File: src/rtl/motor_pkg.sv
`default_nettype none
// ============================================================================
// Module      : motor_pkg
// Description : Shared types, LED codes and decode helpers for motor_sequencer.
// Revision    : 1.0 - initial release
// ============================================================================
package motor_pkg;

    typedef enum logic [1:0] {
        DIR_NONE,
        DIR_FWD,
        DIR_LEFT,
        DIR_RIGHT
    } dir_t;

    typedef enum logic [2:0] {
        IDLE,
        FWD,
        TURN_L,
        TURN_R,
        BRAKE
    } state_t;

    localparam logic [2:0] LED_IDLE   = 3'b100;
    localparam logic [2:0] LED_FWD    = 3'b011;
    localparam logic [2:0] LED_TURN_L = 3'b001;
    localparam logic [2:0] LED_TURN_R = 3'b010;
    localparam logic [2:0] LED_BRAKE  = 3'b100;

    function automatic dir_t bin_to_dir(input logic [3:0] bin, input logic recognised);
        dir_t d;
        if (!recognised) begin
            d = DIR_NONE;
        end else if (bin >= 4'd3 && bin <= 4'd5) begin
            d = DIR_FWD;
        end else if (bin >= 4'd6 && bin <= 4'd11) begin
            d = DIR_LEFT;
        end else begin
            d = DIR_RIGHT;
        end
        return d;
    endfunction

    function automatic state_t dir_to_state(input dir_t d);
        state_t s;
        case (d)
            DIR_FWD:   s = FWD;
            DIR_LEFT:  s = TURN_L;
            DIR_RIGHT: s = TURN_R;
            default:   s = IDLE;
        endcase
        return s;
    endfunction

    function automatic logic [2:0] state_led(input state_t s);
        logic [2:0] l;
        case (s)
            FWD:     l = LED_FWD;
            TURN_L:  l = LED_TURN_L;
            TURN_R:  l = LED_TURN_R;
            BRAKE:   l = LED_BRAKE;
            default: l = LED_IDLE;
        endcase
        return l;
    endfunction

endpackage
`default_nettype wire

File: src/rtl/speed_ramp.sv
`default_nettype none
// ============================================================================
// Module      : speed_ramp
// Description : Moves one wheel speed toward its target by at most RAMP_STEP
//               per tick, never overshooting.
// Revision    : 1.0 - initial release
// ============================================================================
module speed_ramp #(
    parameter int RAMP_STEP = 64
) (
    input  logic        clk_in,
    input  logic        rst_in,
    input  logic        tick,
    input  logic [14:0] target,
    output logic [14:0] speed,
    output logic        at_target
);

    localparam logic [14:0] c_STEP = 15'(RAMP_STEP);

    logic [14:0] w_diff;
    logic [14:0] w_step;

    always_comb begin
        w_diff = (target >= speed) ? (target - speed) : (speed - target);
        w_step = (w_diff > c_STEP) ? c_STEP : w_diff;
    end

    assign at_target = (speed == target);

    always_ff @(posedge clk_in or negedge rst_in) begin
        if (!rst_in) begin
            speed <= '0;
        end else if (tick) begin
            if (target > speed) begin
                speed <= speed + w_step;
            end else begin
                speed <= speed - w_step;
            end
        end
    end

endmodule
`default_nettype wire

File: src/rtl/motor_sequencer.sv
`default_nettype none
// ============================================================================
// Module      : motor_sequencer
// Description : Debounced direction FSM with braking, turn/timeout limits and
//               ramped wheel speeds for the two DC-motor channels.
// Revision    : 1.0 - initial release
// ============================================================================
module motor_sequencer
    import motor_pkg::*;
#(
    parameter int SPEED_MAX      = 4915,
    parameter int RAMP_STEP      = 64,
    parameter int RAMP_DIV       = 983,
    parameter int TURN_CYCLES    = 49_152_000,
    parameter int TIMEOUT_CYCLES = 98_304_000,
    parameter int HOLD_FRAMES    = 2
) (
    input  logic        clk_in,
    input  logic        rst_in,
    input  logic        cmd_valid,
    input  logic [3:0]  bin,
    input  logic        recognised,
    output logic [14:0] speed_left,
    output logic [14:0] speed_right,
    output logic [2:0]  led,
    output logic        busy
);

    localparam int          c_DIV_W     = (RAMP_DIV > 1) ? $clog2(RAMP_DIV) : 1;
    localparam int          c_TURN_W    = $clog2(TURN_CYCLES + 1);
    localparam int          c_TMO_W     = $clog2(TIMEOUT_CYCLES + 1);
    localparam int          c_HOLD_W    = $clog2(HOLD_FRAMES + 1);
    localparam logic [14:0] c_SPEED_MAX = 15'(SPEED_MAX);

    logic [c_DIV_W-1:0]  r_div_cnt;
    logic                w_tick;
    dir_t                w_dir;
    dir_t                r_deb_dir;
    logic [c_HOLD_W-1:0] r_deb_cnt;
    logic [c_HOLD_W-1:0] w_deb_cnt_nxt;
    logic                w_accept;
    state_t              r_state;
    state_t              w_state_nxt;
    dir_t                r_pending;
    dir_t                w_pending_nxt;
    logic                w_clr_timers;
    logic                w_motion;
    logic                w_turning;
    logic                w_turn_exp;
    logic                w_tmo_exp;
    logic [c_TURN_W-1:0] r_turn_cnt;
    logic [c_TMO_W-1:0]  r_tmo_cnt;
    logic [14:0]         w_target_l;
    logic [14:0]         w_target_r;
    logic                w_at_l;
    logic                w_at_r;

    // Free-running ramp-tick divider
    assign w_tick = (r_div_cnt == c_DIV_W'(RAMP_DIV - 1));

    always_ff @(posedge clk_in or negedge rst_in) begin
        if (!rst_in) begin
            r_div_cnt <= '0;
        end else if (w_tick) begin
            r_div_cnt <= '0;
        end else begin
            r_div_cnt <= r_div_cnt + c_DIV_W'(1);
        end
    end

    assign w_dir = bin_to_dir(bin, recognised);

    always_comb begin
        w_deb_cnt_nxt = r_deb_cnt;
        if (w_dir != r_deb_dir) begin
            w_deb_cnt_nxt = c_HOLD_W'(1);
        end else if (r_deb_cnt != c_HOLD_W'(HOLD_FRAMES)) begin
            w_deb_cnt_nxt = r_deb_cnt + c_HOLD_W'(1);
        end
    end

    assign w_accept = cmd_valid && (w_deb_cnt_nxt == c_HOLD_W'(HOLD_FRAMES));

    always_ff @(posedge clk_in or negedge rst_in) begin
        if (!rst_in) begin
            r_deb_dir <= DIR_NONE;
            r_deb_cnt <= '0;
        end else if (cmd_valid) begin
            r_deb_dir <= w_dir;
            r_deb_cnt <= w_deb_cnt_nxt;
        end
    end

    assign w_motion   = (r_state == FWD) || (r_state == TURN_L) || (r_state == TURN_R);
    assign w_turning  = (r_state == TURN_L) || (r_state == TURN_R);
    assign w_turn_exp = w_turning && (r_turn_cnt == c_TURN_W'(TURN_CYCLES - 1));
    assign w_tmo_exp  = w_motion && (r_tmo_cnt == c_TMO_W'(TIMEOUT_CYCLES - 1));

    // An accepted command always takes priority over turn expiry and timeout
    always_comb begin
        w_state_nxt   = r_state;
        w_pending_nxt = r_pending;
        w_clr_timers  = 1'b0;
        case (r_state)
            IDLE: begin
                if (w_accept && w_dir != DIR_NONE) begin
                    w_state_nxt = dir_to_state(w_dir);
                end
            end
            FWD, TURN_L, TURN_R: begin
                if (w_accept) begin
                    if (dir_to_state(w_dir) == r_state) begin
                        w_clr_timers = 1'b1;
                    end else begin
                        w_state_nxt   = BRAKE;
                        w_pending_nxt = w_dir;
                    end
                end else if (w_turn_exp || w_tmo_exp) begin
                    w_state_nxt   = BRAKE;
                    w_pending_nxt = DIR_NONE;
                end
            end
            BRAKE: begin
                if (w_accept) begin
                    w_pending_nxt = w_dir;
                end
                if (w_at_l && w_at_r) begin
                    w_state_nxt   = dir_to_state(w_pending_nxt);
                    w_pending_nxt = DIR_NONE;
                end
            end
            default: begin
                w_state_nxt   = IDLE;
                w_pending_nxt = DIR_NONE;
            end
        endcase
    end

    always_ff @(posedge clk_in or negedge rst_in) begin
        if (!rst_in) begin
            r_state    <= IDLE;
            r_pending  <= DIR_NONE;
            led        <= LED_IDLE;
            busy       <= 1'b0;
            r_turn_cnt <= '0;
            r_tmo_cnt  <= '0;
        end else begin
            r_state   <= w_state_nxt;
            r_pending <= w_pending_nxt;
            led       <= state_led(w_state_nxt);
            busy      <= (w_state_nxt != IDLE);
            if (w_state_nxt != r_state || w_clr_timers) begin
                r_turn_cnt <= '0;
                r_tmo_cnt  <= '0;
            end else begin
                if (w_motion) begin
                    r_tmo_cnt <= r_tmo_cnt + c_TMO_W'(1);
                end
                if (w_turning) begin
                    r_turn_cnt <= r_turn_cnt + c_TURN_W'(1);
                end
            end
        end
    end

    always_comb begin
        w_target_l = '0;
        w_target_r = '0;
        case (r_state)
            FWD: begin
                w_target_l = c_SPEED_MAX;
                w_target_r = c_SPEED_MAX;
            end
            TURN_L: w_target_r = c_SPEED_MAX;
            TURN_R: w_target_l = c_SPEED_MAX;
            default: begin
                w_target_l = '0;
                w_target_r = '0;
            end
        endcase
    end

    speed_ramp #(
        .RAMP_STEP (RAMP_STEP)
    ) u_ramp_left (
        .clk_in    (clk_in),
        .rst_in    (rst_in),
        .tick      (w_tick),
        .target    (w_target_l),
        .speed     (speed_left),
        .at_target (w_at_l)
    );

    speed_ramp #(
        .RAMP_STEP (RAMP_STEP)
    ) u_ramp_right (
        .clk_in    (clk_in),
        .rst_in    (rst_in),
        .tick      (w_tick),
        .target    (w_target_r),
        .speed     (speed_right),
        .at_target (w_at_r)
    );

endmodule
`default_nettype wire

File: config.mk
export PLATFORM = sky130hd
export DESIGN_NAME = motor_sequencer
export DESIGN_NICKNAME = d
export VERILOG_FILES = /design/src/rtl/motor_pkg.sv /design/src/rtl/speed_ramp.sv /design/src/rtl/motor_sequencer.sv
export SDC_FILE = /design/constraint.sdc
export NUM_CORES = 1
export LEC_CHECK = 0
export ABC_AREA = 1
export BUFFER_PORTS_ARGS = -buffer_cell sky130_fd_sc_hd__buf_2
export CORE_ASPECT_RATIO = 1.1
export CORE_MARGIN = 2
export CORE_UTILIZATION = 25
export CTS_CLUSTER_DIAMETER = 120
export DETAILED_ROUTE_END_ITERATION = 8
export GPL_TIMING_DRIVEN = 0
export SETUP_SLACK_MARGIN = 0.1
export SYNTH_ARGS = -nofsm -noshare
export SYNTH_HDL_FRONTEND = slang
export SYNTH_HIERARCHICAL = 1
export SYNTH_SLANG_ARGS = --single-unit
File: constraint.sdc
create_clock -name clk_in -period 19.3 [get_ports clk_in]
set_clock_uncertainty 0.15 [all_clocks]
set_input_delay 5.79 -clock clk_in [delete_from_list [all_inputs] [get_ports clk_in]]
set_output_delay 5.79 -clock clk_in [all_outputs]
set_load 0.1 [all_outputs]
==> results by stage, run 1 <==
Synthesis:
- The number of flip-flops and latches in the synthesized netlist is 106.
- After technology mapping, the gate count stands at about 1800.
- In the synthesized netlist the async set-or-reset flop fraction comes to 100.0%.
- The most used flip-flop cell after synthesis is sky130_fd_sc_hd__dfrtp_1.
- The synthesized area per cell is 6.441 um2.
- The number of flops mapped to enable cells by yosys is 0.
- The proportion of synthesized chip area in sequential cells is 22.97%.
- The number of library cell types mapped by synthesis is 45.
- Summing every instance area after synthesis gives 11550 um2.
- The total of warnings raised by yosys is 6.

Routing:
- The number of vias after detailed routing is 10910.
- The routed length on met3 is 880 um.
- The ratio of routed vias to standard cells is 4.418.
- Once detail routing completed, the nets flagged for antenna violations numbered 0.
- Dividing the detail-routed wire length by the instance count gives 11.91 um.
- The number of remaining DRC errors is 0.
- After detailed routing, the total wire length is between 20 and 30 mm.
- The highest routing layer actually used is met5.
- In the detailed route, the total length drawn on met2 is 14.09 mm.
- The detailed-routing iteration count for the pre-antenna-repair pass is 5.
- The number of DRC violations after detailed-routing iteration 0 is 576.
- For this block, wires on met1 add up to around 13 mm.

Floorplanning:
- The starting density of the core is 25.37%.
- The die extent in x is around 210 um.
- The total die area is 47960 um2.
- The core region is 45550 um2.
- The initialized floorplan defines 82 standard-cell rows.
- The floorplan step set the die height to 229.5 um.
- The number of primary I/O pins is 42.

Final layout:
- The area growth from synthesis to layout is 12.10%.
- The final layout contains 1985 nets.
- The final antenna diode count is 0.
- With fillers left out, the area of the finished cells amounts to around 13000 um2.
- The final core utilization is 28.43%.
- The share of final-layout standard cells stronger than drive strength 1 is 10.85%.

Critical path:
- The signal on the critical path passes through buf_2 -> a21oi_1 -> nand2_1 -> nand2_2 -> nand2_1 -> nand2_1 -> nor2_2 -> nand3_2 -> nand2_1 -> nand3_1 -> nand2_1 -> nor2_1 -> inv_1 -> nor2_1 -> nand3_1.
- At the worst endpoint, the arrival time is about 7700 ps.
- The largest single stage delay on the critical path is 270 ps.
- Counting stages on the worst path, the most repeated cell is sky130_fd_sc_hd__nand2_1.
- The cell at the slowest stage of the critical path is sky130_fd_sc_hd__nor2_1.
- The critical path is of the in -> reg type.
- The type of element capturing the critical path is a register.
- The kind of launch point of the worst setup path is a primary input.
- The worst endpoint required time is 19350 ps.
- The critical-path maximum fanout is 9.

Pwr:
- The logic gate share of total power is 27.8%.
- VDD sags by at most 0.04123 mV.
- In this run the power spent charging and discharging nets is ~0.00021 W.
- The overall power is just under 0.0006 W.
- The switching power as a share of total power is a little over a third.
- The static power due to leakage is slightly below 7 nW.
- The clock group share of total power is 31.7%.
- The sequential power share is between 40% and 50%.
- In this run the power density over the cells is 45.20 nW/um2.
- The cell-internal power is 0.0003733 W.

Global route:
- Global routing used 12.66% of the available tracks.
- The via count of the first global-routing pass is 10870.
- For this run the aggregate overflow at the end of global routing stands at 0.
- The largest net degree at the start of global routing is 62.
- The first-pass GRT wire length is 50.28 mm.
- The number of antenna violations at the first check in global routing is 1.

Flow run:
- The count of max-cap constraint violations is 0.

STA:
- The final hold violation count came to 0.
- For the final routed database, the setup TNS stands at 0 ps.
- For the pin with the worst max-slew slack, the measured transition is a little over 900 ps.
- On the final layout, the worst hold slack is 342.4 ps.
- The worst path uses 39.59% of the clock period.
- The final critical-path required period is between 7000 and 8000 ps.
- The worst pin sits at a relative slew slack of 38.45%.
- The maximum achievable frequency is between 100 and 150 MHz.
- The final max-slew violation count is 0.
- Setup violations remaining at the end of the flow were counted as 0.
- Setup repair after global routing left no endpoint under its margin.

Clock tree:
- The latest clock arrival within the worst-skew pair is approximately 370 ps.
- In this run the deepest clock path goes through 2 buffers.
- The CTS tree is done.
- Clock tree synthesis found a total of 106 sinks.
- Buffers inserted to repair hold after CTS numbered 0.
- The register clock-pin slew on the reported worst setup and hold paths is 80 ps.
- Gates resized during post-CTS repair numbered 0.
- The root buffer cell is sky130_fd_sc_hd__clkbuf_16.
- The H-tree was split into 3 levels.
- The post-CTS setup repair buffer count is 0.
- In this run, CTS created clock tree buffers numbering 9.

Placed design:
- Routability-driven placement finished with a final weighted congestion of 0.9428.
- The half-perimeter wire length after detailed placement is 24.34 mm.
- The cell area after placement is 12650 um2.
- In this run the tool buffered the top-level ports with 40 buffer cells.

Run status:
- The flow ran to the end, and the final reports show no timing, DRC or antenna violations.

Hold path:
- The tightest min-delay check is of the reg -> reg type.
sequential cells by signal, indices dropped and copies added, names as in the netlist:
| signal | count |
|---|---|
| r_turn_cnt | 26 |
| r_deb_dir | 2 |
| u_ramp_left/speed | 15 |
| led | 3 |
| r_deb_cnt | 2 |
| u_ramp_right/speed | 15 |
| r_pending | 2 |
| busy | 1 |
| r_tmo_cnt | 27 |
| r_div_cnt | 10 |
| r_state | 3 |
Yosys cell counts (3+ instances only):
cell / number / area, um2
sky130_fd_sc_hd__a21o_1: 6 / 45.04
sky130_fd_sc_hd__a21oi_1: 50 / 250.2
sky130_fd_sc_hd__a31oi_1: 3 / 18.77
sky130_fd_sc_hd__buf_2: 9 / 45.04
sky130_fd_sc_hd__buf_6: 8 / 90.09
sky130_fd_sc_hd__clkbuf_1: 4 / 15.01
sky130_fd_sc_hd__clkinv_1: 4 / 15.01
sky130_fd_sc_hd__dfrtp_1: 105 / 2628
sky130_fd_sc_hd__fa_1: 6 / 120.1
sky130_fd_sc_hd__ha_1: 95 / 1189
sky130_fd_sc_hd__inv_1: 319 / 1197
sky130_fd_sc_hd__inv_2: 14 / 52.55
sky130_fd_sc_hd__nand2_1: 557 / 2091
sky130_fd_sc_hd__nand2_2: 39 / 244.0
sky130_fd_sc_hd__nand2_4: 5 / 56.30
sky130_fd_sc_hd__nand3_1: 108 / 540.5
sky130_fd_sc_hd__nand3_2: 6 / 60.06
sky130_fd_sc_hd__nand3_4: 6 / 105.1
sky130_fd_sc_hd__nand3b_1: 5 / 37.54
sky130_fd_sc_hd__nand4_1: 33 / 206.5
sky130_fd_sc_hd__nor2_1: 142 / 533.0
sky130_fd_sc_hd__nor2_2: 19 / 118.9
sky130_fd_sc_hd__nor2_4: 16 / 180.2
sky130_fd_sc_hd__nor3_1: 18 / 90.09
sky130_fd_sc_hd__nor3_2: 5 / 50.05
sky130_fd_sc_hd__nor4_1: 6 / 37.54
sky130_fd_sc_hd__o21ai_0: 67 / 335.3
sky130_fd_sc_hd__o21ai_2: 4 / 35.03
sky130_fd_sc_hd__o21bai_1: 4 / 30.03
sky130_fd_sc_hd__o31ai_1: 12 / 90.09
sky130_fd_sc_hd__or2_2: 5 / 31.28
sky130_fd_sc_hd__xnor2_1: 28 / 245.2
sky130_fd_sc_hd__xor2_1: 68 / 595.6
layout make-up:
| type | instances | area, um2 |
|---|---|---|
| Buffer | 23 | 180.2 |
| Tap cell | 588 | 735.7 |
| Sequential cell | 106 | 2654 |
| Timing Repair Buffer | 42 | 245.2 |
| Inverter | 337 | 1265 |
| Clock buffer | 9 | 225.2 |
| Multi-Input combinational cell | 1357 | 7576 |
| Fill cell | 5116 | 32600 |
| Clock inverter | 7 | 71.32 |
placed cells by master (no fill, tap or decap), types with 9 or more instances in the layout:
| cell type | netlist | final |
|---|---|---|
| sky130_fd_sc_hd__o31ai_1 | 12 | 12 |
| sky130_fd_sc_hd__inv_2 | 14 | 14 |
| sky130_fd_sc_hd__xnor2_1 | 28 | 28 |
| sky130_fd_sc_hd__o21ai_0 | 67 | 67 |
| sky130_fd_sc_hd__nor2_2 | 19 | 20 |
| sky130_fd_sc_hd__conb_1 | 1 | 30 |
| sky130_fd_sc_hd__a21oi_1 | 50 | 49 |
| sky130_fd_sc_hd__nand2_1 | 557 | 557 |
| sky130_fd_sc_hd__xor2_1 | 68 | 68 |
| sky130_fd_sc_hd__nor2_1 | 142 | 141 |
| sky130_fd_sc_hd__inv_1 | 319 | 319 |
| sky130_fd_sc_hd__clkbuf_16 | 0 | 9 |
| sky130_fd_sc_hd__nand4_1 | 33 | 33 |
| sky130_fd_sc_hd__nand3_1 | 108 | 108 |
| sky130_fd_sc_hd__buf_2 | 9 | 48 |
| sky130_fd_sc_hd__nor3_1 | 18 | 17 |
| sky130_fd_sc_hd__buf_6 | 8 | 10 |
| sky130_fd_sc_hd__nand2_2 | 39 | 39 |
| sky130_fd_sc_hd__dfrtp_1 | 105 | 105 |
| sky130_fd_sc_hd__ha_1 | 95 | 95 |
| sky130_fd_sc_hd__nor2_4 | 16 | 16 |
kinds of logic after synthesis:
group,count (synthesis),share of synthesized area [%]
fa+ha+maj,101,11.33
compound gates,155,7.537
flops,106,22.97
xor+xnor,96,7.277
other cells,1,0.03245
mux,1,0.08663
simple gates,974,38.27
buf+inv,360,12.51
power groups by stage:
stage,logic [W],clock network (W),registers (W)
floorplan,0.000114,0,0.000251
global placement,0.000161,0,0.000241
detailed placement,0.000164,0,0.000241
CTS,0.000164,0.000195,0.000237
global route,0.000186,0.000202,0.000239
finish,0.000163,0.000185,0.000237
critical path, delay by kind of cell:
family / cells / cell delay (ps)
compound gates: 1 / 130
buf+inv: 2 / 190
simple gates: 12 / 1580
layer usage:
metal | vias up | global-route usage, %
li1 | 5698 | -
met1 | 4972 | 15.17
met2 | 171 | 22.51
met3 | 65 | 1.481
met4 | 2 | 5.871
met5 | - | 0
metrics by stage:
stage	setup WS, ps	instances
after floorplan	11850	1823
after global placement	10900	2451
after detailed placement	11290	2453
after CTS	11680	2469
after global routing	11480	2469
final	11660	2469
final timing paths:
| path | startpoint | end | slack (ps) | cells after the start |
|---|---|---|---|---|
| hold / removal | r_pending[1] | r_pending[1] | 340 | 2 |
| min in group asynchronous | rst_in | r_tmo_cnt[3] | 5200 | 1 |
| setup reg to reg | r_state[1] | u_ramp_right/speed[14] | 12220 | 44 |
| max in group asynchronous | rst_in | led[2] | 13090 | 2 |
| setup / recovery | bin[1] | busy | 11660 | 15 |
| hold reg to reg | r_pending[1] | r_pending[1] | 340 | 2 |
Power figures use the tool's default switching activity.
==> inputs of run 2 (changes only) <==
==> constraint.sdc (replaced) <==
create_clock -name clk_in -period 7.65 [get_ports clk_in]
set_clock_uncertainty 0.15 [all_clocks]
set_input_delay 2.295 -clock clk_in [delete_from_list [all_inputs] [get_ports clk_in]]
set_output_delay 2.295 -clock clk_in [all_outputs]
set_load 0.1 [all_outputs]
==> run 2 against run 1 <==
Clock power increased to 2.5 times the previous value; total power rose to 2.5 times the previous value; sequential power grew to 2.5 times the previous value; critical endpoint is now u_ramp_right/speed[14]; largest power group unchanged; highest routed layer unchanged.
==> results by stage, run 2 (synthesis gave the netlist of run 1 again) <==
Placed design:
- The cell area after placement is 12650 um2 (unchanged).
- The half-perimeter wire length after detailed placement is 24.34 mm (unchanged).
- The number of cells in the design after placement was 2453 (unchanged).
- The weighted congestion reported at the end of routability-driven placement is 0.9428 (unchanged).
- The port buffer count is 40 (unchanged).

Flow run:
- The count of max-cap constraint violations is 0 (unchanged).

Global route:
- The total global-route track usage is 12.66% (unchanged).
- The via count of the first global-routing pass is 10870 (unchanged).
- The largest net degree at the start of global routing is 62 (unchanged).
- The first-pass GRT wire length came to 50.28 mm (unchanged).
- The residual overflow from global routing was 0 (unchanged).
- The number of antenna violations at the first check in global routing was 1 (unchanged).

Final layout:
- The largest registers in the layout are r_tmo_cnt x27, r_turn_cnt x26.
- Ranked by flip-flop count, first place goes to r_tmo_cnt.
- The number of flip-flops in the largest register is 27 (unchanged).
- The relative area change from synthesis to final layout is 12.29%.
- The total of fill cells in the finished design is 5115 (-0.020%).
- The share of final-layout standard cells stronger than drive strength 1 is 10.94% (+0.095 points).
- The number of non-filler instances in the completed layout is 2471 (+0.081%).
- The final antenna diode count came to 0 (unchanged).
- The count of nets after finishing is 1987 (+0.10%).
- The sequential cell area came to 2654 um2 (unchanged).
- The design area is 12970 um2 (+0.17%).
- The library cell used most frequently in the layout, excluding fill and tap cells, is sky130_fd_sc_hd__nand2_1.
- In the layout the commonest cells are 557 x sky130_fd_sc_hd__nand2_1, 319 x sky130_fd_sc_hd__inv_1, 141 x sky130_fd_sc_hd__nor2_1.
- The area used by multi-input combinational logic is 7584 um2 (about the same).

Critical path:
- The data arrival time of the critical path is 6930 ps (-760 ps).
- In this design, the critical path's most frequently occurring cell is sky130_fd_sc_hd__nand2_1.
- The type of element capturing the critical path is a register.
- The buffering stage count on the worst path with inverters included is 8 (+6).
- The delay of the slowest critical-path stage is 500 ps (+230 ps).
- The worst endpoint required time was 7760 ps (-11590 ps).
- The critical-path maximum fanout is 14 (+5).
- The critical path's top delay family is simple AND/OR/NAND/NOR gates.
- STA classifies the critical path startpoint as a register.
- The cell at the slowest stage of the critical path is sky130_fd_sc_hd__dfrtp_1.
- The critical path class is reg -> reg.

STA:
- The maximum achievable frequency is 146.7 MHz.
- The final period utilization is about 89%.
- The worst-case headroom to the max-slew limit was 43.49% (+5.0 points).
- Setup repair after global routing left no endpoint under its margin.
- The final hold violation count is 0 (unchanged).
- The final max-slew violation count is 0 (unchanged).
- The final critical-path required period is 6818 ps.
- The setup TNS is 0 ps (unchanged).
- The slew at the pin closest to its max-slew limit is 846.8 ps (-76.52 ps).
- The final count of negative-setup-slack endpoints came to 0 (unchanged).
- The worst hold slack is 342.5 ps (+0.07700 ps).

Pwr:
- The largest voltage drop on the vdd net is 0.1042 mV (+150%).
- The areal power density over the cells is 114.1 nW/um2 (+150%).
- The static power due to leakage is 6.831 nW (+0.18%).

Floorplanning:
- The starting density of the core is 25.37% (unchanged).
- The total die area is 47960 um2 (unchanged).
- The number of primary I/O pins is 42 (unchanged).
- The row count was 82 (unchanged).
- The floorplan core area is 45550 um2 (unchanged).
- The die extent in x is 209.0 um (unchanged).
- The vertical die dimension came to 229.5 um (unchanged).

Run status:
- The flow ran to the end, and the final reports show no timing, DRC or antenna violations.

Clock tree:
- The number of CTS-inserted buffers is 9 (unchanged).
- The number of H-tree levels is 3 (unchanged).
- The number of sinks driven by the clock tree is 106 (unchanged).
- The worst-case clock buffer depth is 2 (unchanged).
- The count of hold buffers inserted by post-cts repair was 0 (unchanged).
- CTS placed an instance of sky130_fd_sc_hd__clkbuf_16 at the clock tree root.
- The register clock-pin slew on the reported worst setup and hold paths was 80 ps (about the same).
- TritonCTS built the clock tree.
- The latest clock arrival within the worst-skew pair is 370 ps (about the same).

Routing:
- The number of vias after detailed routing is 10890 (-0.15%).
- The detailed-routing iteration count for the pre-antenna-repair pass came to 5 (unchanged).
- The aggregate routed wire length is 29.43 mm (+0.11%).
- The count of nets left with antenna violations after detail routing is 0 (unchanged).
- The number of DRC violations after detailed-routing iteration 0 is 505 (-12%).
- The routed length per placed instance is 11.91 um (about the same).
- The number of remaining DRC errors is 0 (unchanged).
- The ratio of routed vias to standard cells was 4.408 (-0.23%).

Hold path:
- The worst hold path belongs to the class reg -> reg.
[run 2: path summary, 6_finish.rpt]
path | start | endpoint | slack, ps | cells past startpoint
max in group asynchronous | rst_in | led[2] | 4940 | 2
min in group asynchronous | rst_in | r_tmo_cnt[7] | 1710 | 1
worst min-delay path | r_pending[1] | r_pending[1] | 340 | 2
worst min register to register | r_pending[1] | r_pending[1] | 340 | 2
worst max-delay path | r_state[1] | u_ramp_right/speed[14] | 830 | 44
worst max register to register | r_state[1] | u_ramp_right/speed[14] | 830 | 44
[run 2: through the flow]
| stage | utilization, % | setup WS, ps | total power (W) |
|---|---|---|---|
| 2_1_floorplan | - | 1577 | 0.0009211 |
| 3_3_place_gp | 27.66 | 44.45 | 0.001013 |
| 3_5_place_dp | 27.78 | 553.0 | 0.001022 |
| 4_1_cts | 28.43 | 515.7 | 0.001504 |
| 5_1_grt | 28.48 | 166.7 | 0.001582 |
| 6_report | 28.48 | 831.8 | 0.001480 |
[run 2: layer usage]
layer / track usage [%] / wire (um)
met2: 22.51 / 14060
met3: 1.481 / 789
met4: 5.871 / 1151
met1: 15.17 / 13420
met5: 0 / 16
[run 2: layout make-up]
cell class                      count  area share (%)
Timing Repair Buffer               44           2.006
Sequential cell                   106           20.45
Clock inverter                      7          0.5497
Clock buffer                        9           1.736
Inverter                          337           9.749
Buffer                             23           1.389
Multi-Input combinational cell   1357           58.45
Tap cell                          588           5.670
[run 2: timing repair]
action	in CTS	in global routing
setup endpoints to repair	0	3
gates resized for setup	0	1
setup buffers	0	2
hold endpoints to repair	0	0
[run 2: where the power goes]
part / leakage, nW / internal [W] / total, W / switching (W)
Clock: 0.138 / 0.000230 / 0.000468 / 0.000238
Sequential: 1.31 / 0.000581 / 0.000598 / 0.0000178
Combinational: 5.39 / 0.000133 / 0.000414 / 0.000281
Total: 6.83 / 0.000943 / 0.00148 / 0.000537
[run 2: worst reg2reg max path, delay by kind of cell, from the launching register on]
| kind | cells | cell delay (ps) |
|---|---|---|
| and+or+nand+nor | 26 | 2670 |
| AOI/OAI and AO/OA | 6 | 1420 |
| adders and majority gates | 3 | 970 |
| buffers and inverters | 8 | 840 |
| DFF | 1 | 500 |
| xor gates and xnor gates | 1 | 180 |
==> inputs of run 3 (changes only) <==
--- a/config.mk
+++ b/config.mk
@@ -5,7 +5,6 @@
 export SDC_FILE = /design/constraint.sdc
 export NUM_CORES = 1
 export LEC_CHECK = 0
-export ABC_AREA = 1
 export BUFFER_PORTS_ARGS = -buffer_cell sky130_fd_sc_hd__buf_2
 export CORE_ASPECT_RATIO = 1.1
 export CORE_MARGIN = 2
@@ -16,5 +15,4 @@
 export SETUP_SLACK_MARGIN = 0.1
 export SYNTH_ARGS = -nofsm -noshare
 export SYNTH_HDL_FRONTEND = slang
-export SYNTH_HIERARCHICAL = 1
 export SYNTH_SLANG_ARGS = --single-unit
==> run 3 against run 2 <==
Core utilization is 0.86 points higher; first-iteration DRC count is 4.2% higher; count of clock-buffer cells in the layout is 2 higher; critical path type unchanged; highest routed layer is now met4.
==> results by stage, run 3 <==
Clock tree:
- The register clock-pin slew on the reported worst setup and hold paths came to 70 ps (about the same).
- The root buffer cell is sky130_fd_sc_hd__clkbuf_16.
- The worst-case clock buffer depth is 2 (unchanged).
- The number of CTS-inserted buffers is 9 (unchanged).
- The number of sinks driven by the clock tree is 106 (unchanged).
- The number of H-tree levels came to 3 (unchanged).
- The CTS tree is done.
- The latest clock arrival within the worst-skew pair is 360 ps (about the same).

Critical path:
- The data arrival time of the critical path is 7330 ps (+400 ps).
- The critical path class is reg -> reg.
- STA classifies the critical path endpoint as a register.
- The delay of the slowest critical-path stage is 610 ps (+110 ps).
- The worst endpoint required time came to 7740 ps (-20 ps).
- The cell at the slowest stage of the critical path is sky130_fd_sc_hd__or4_4.
- The kind of launch point of the worst setup path is a register.
- The critical-path maximum fanout is 11 (-3).

Final layout:
- Leaving out fill and tap cells, the most frequent cell in the layout is sky130_fd_sc_hd__nor2_1.
- The count of nets after finishing is 1262 (-36%).
- The sequential cell area was 2656 um2 (about the same).
- The area used by multi-input combinational logic was 6289 um2 (-17%).
- Compared with the post-synthesis result, the final layout area differs by 15.52%.
- The total of fill cells in the finished design is 3896 (-24%).
- The share of final-layout standard cells stronger than drive strength 1 was 13.03% (+2.1 points).
- The register with the most flip-flops in the final layout is r_tmo_cnt.
- The final core utilization is 29.34% (+0.86 points).
- The library cells used most frequently in the layout, excluding fill and tap cells, are 122 x sky130_fd_sc_hd__nor2_1, 113 x sky130_fd_sc_hd__nand2_1, 103 x sky130_fd_sc_hd__dfrtp_1.
- In the final layout, the registers with the most flip-flops are r_tmo_cnt x27, r_turn_cnt x26.
- The number of flip-flops in the largest register is 27 (unchanged).
- The final antenna diode count is 0 (unchanged).

Synthesis:
- Yosys instantiated no cell more often than sky130_fd_sc_hd__nor2_1.
- The share of the synthesized area in the top cell type is 28.60% (+5.9 points).
- The synthesized area per cell was 8.167 um2 (+27%).
- The total of warnings raised by yosys is 0 (-6).
- The proportion of synthesized chip area in sequential cells came to 28.88% (+5.9 points).
- The number of instances in the synthesized netlist is 1125 (-37%).
- The post-synth design cell area is 9188 um2 (-20%).
- The number of flip-flops and latches in the synthesized netlist came to 106 (unchanged).
- Among all flip-flop cells after synthesis, the most frequent one is sky130_fd_sc_hd__dfrtp_1.
- The proportion of synthesized flip-flops having asynchronous set or reset is 100.0% (unchanged).
- After synthesis, the most frequently instantiated cells are 122 x sky130_fd_sc_hd__nor2_1, 113 x sky130_fd_sc_hd__nand2_1, 105 x sky130_fd_sc_hd__dfrtp_1.
- The number of library cell types mapped by synthesis is 90 (+100%).
- The post-synth net total is 1202.
- The number of flops mapped to enable cells by yosys is 0 (unchanged).
- In the post-synthesis netlist, the biggest area contributors are sky130_fd_sc_hd__dfrtp_1 29%, sky130_fd_sc_hd__ha_1 8.6%, sky130_fd_sc_hd__nor2_1 5.0%, sky130_fd_sc_hd__xor2_1 5.0%, sky130_fd_sc_hd__nand2_1 4.6%.
- Of all cell types, the one taking the most synthesized area is sky130_fd_sc_hd__dfrtp_1.

Routing:
- The number of vias after detailed routing is 8441 (-23%).
- The detailed-routing iteration count for the pre-antenna-repair pass is 5 (unchanged).
- The number of remaining DRC errors is 0 (unchanged).
- The routed length per placed instance is 14.84 um (+25%).
- The number of DRC violations after detailed-routing iteration 0 is 526 (+4.2%).
- The ratio of routed vias to standard cells is 5.033 (+14%).
- The count of nets left with antenna violations after detail routing is 0 (unchanged).
- The aggregate routed wire length is 24.88 mm (-15%).

STA:
- Setup repair after global routing could not meet its margin everywhere.
- The maximum achievable frequency is 138.1 MHz (-5.8%).
- The final count of negative-setup-slack endpoints came to 0 (unchanged).
- The final max-slew violation count was 0 (unchanged).
- The final hold violation count is 0 (unchanged).
- The worst-case headroom to the max-slew limit is 47.04% (+3.6 points).
- The final period utilization was 94.62% (+5.5 points).
- The setup TNS is 0 ps (unchanged).
- The slew at the pin closest to its max-slew limit is 787.7 ps (-59.09 ps).
- The final critical-path required period is 7239 ps (+420.5 ps).

Pwr:
- The static power due to leakage is 4.678 nW (-32%).
- The largest voltage drop on the vdd net is 0.2326 mV (+120%).
- The areal power density over the cells is 468.7 nW/um2 (+310%).

Floorplanning:
- The vertical die dimension is 205.1 um (-11%).
- The number of primary I/O pins was 42 (unchanged).
- The floorplan core area was 36170 um2 (-21%).
- The total die area came to 38300 um2 (-20%).
- The starting density of the core is 25.40% (+0.036 points).
- The die extent in x is 186.8 um (-11%).
- The row count is 73 (-11%).

Global route:
- The via count of the first global-routing pass was 8146 (-25%).
- The largest net degree at the start of global routing is 56 (-9.7%).
- The residual overflow from global routing is 0 (unchanged).
- The number of antenna violations at the first check in global routing is 0 (-1).
- The first-pass GRT wire length is 40.76 mm (-19%).
- The total global-route track usage is 12.92% (+0.27 points).

Placed design:
- The half-perimeter wire length after detailed placement is 18.39 mm (-24%).
- The port buffer count was 40 (unchanged).
- The weighted congestion reported at the end of routability-driven placement came to 0.9010 (-4.4%).

Hold path:
- The worst hold-check path type is reg -> reg.

Flow run:
- The count of max-cap constraint violations is 0 (unchanged).

Run status:
- The flow ran to the end, and the final reports show no timing, DRC or antenna violations.
[run 3: changes by cell type after synthesis, sizes merged, moves of 14 or more]
cell,previous run,this run
clkbuf,4,29
nand2,601,115
nor2b,0,21
nand2b,0,17
ha,95,63
nor2,178,123
inv,333,55
mux2i,1,15
xor2,68,52
nand3,120,35
and3,0,21
[run 3: critical path, delay by kind of cell (launching register included)]
kind / cells / cell delay (ps)
simple gates: 10 / 2740
fa+ha+maj: 3 / 950
xor+xnor: 1 / 180
flops: 1 / 320
buf+inv: 5 / 770
compound gates: 10 / 2010
[run 3: final cells by class]
| class | count | share of cell area, % |
|---|---|---|
| Buffer | 45 | 2.098 |
| Clock buffer | 11 | 2.287 |
| Clock inverter | 5 | 0.7309 |
| Inverter | 55 | 2.016 |
| Multi-Input combinational cell | 919 | 59.25 |
| Sequential cell | 106 | 25.03 |
| Tap cell | 487 | 5.741 |
| Timing Repair Buffer | 49 | 2.853 |
[run 3: final timing paths]
kind,startpoint,to,slack (ps),cells after the start
max in group asynchronous,rst_in,u_ramp_left.speed[7],4790,2
max reg2reg,r_state[2],u_ramp_left.speed[14],410,29
min reg2reg,r_div_cnt[9],r_div_cnt[9],350,1
min in group asynchronous,rst_in,led[0],1820,1
max,r_state[2],u_ramp_left.speed[14],410,29
min,r_div_cnt[9],r_div_cnt[9],350,1
[run 3: timing repair]
item                                   in CTS  in global routing
hold buffers                                0                  0
cloned                                      1                  0
setup endpoints to repair                  21                 11
setup buffers                               4                  4
pin swaps                                   2                  6
gates resized for setup                    16                 24
endpoints found under the hold margin       0                  0
[run 3: layer usage]
metal,share of wire [%],GRT usage [%],up-vias
li1,-,-,4138
met1,46,16.45,4075
met2,48,22.25,179
met3,3.3,1.953,49
met4,2.6,4.563,0
met5,0,0,-
[run 3: logic make-up (layout without fill, tap and decap cells)]
kind of cell	count (synthesis)	count (layout)	share of synthesized area, %
simple gates	478	479	27.03
compound gates	262	262	18.88
flops	106	106	28.88
buf+inv	101	165	4.576
xor+xnor	90	90	8.580
fa+ha+maj	69	69	9.887
mux	19	19	2.165
[run 3: per-stage QoR]
stage               instances  cell area, um2  power [W]  hold slack [ps]  setup slack [ps]
floorplan                1125            9188   0.003435            307.1             446.8
global placement         1652            9997   0.004132            339.8             -1130
detailed placement       1653           10030   0.004186            335.3             -1198
CTS                      1673           10460   0.004819            357.6             110.7
global route             1677           10610   0.005390            386.0             58.63
finish                   1677           10610   0.004975            351.8             411.2
[run 3: where the power goes]
| group | switching, W | internal (W) | leakage, nW |
|---|---|---|---|
| clock network | 0.000221 | 0.000295 | 0.156 |
| registers | 0.0000256 | 0.000593 | 1.45 |
| logic | 0.00236 | 0.00148 | 3.08 |
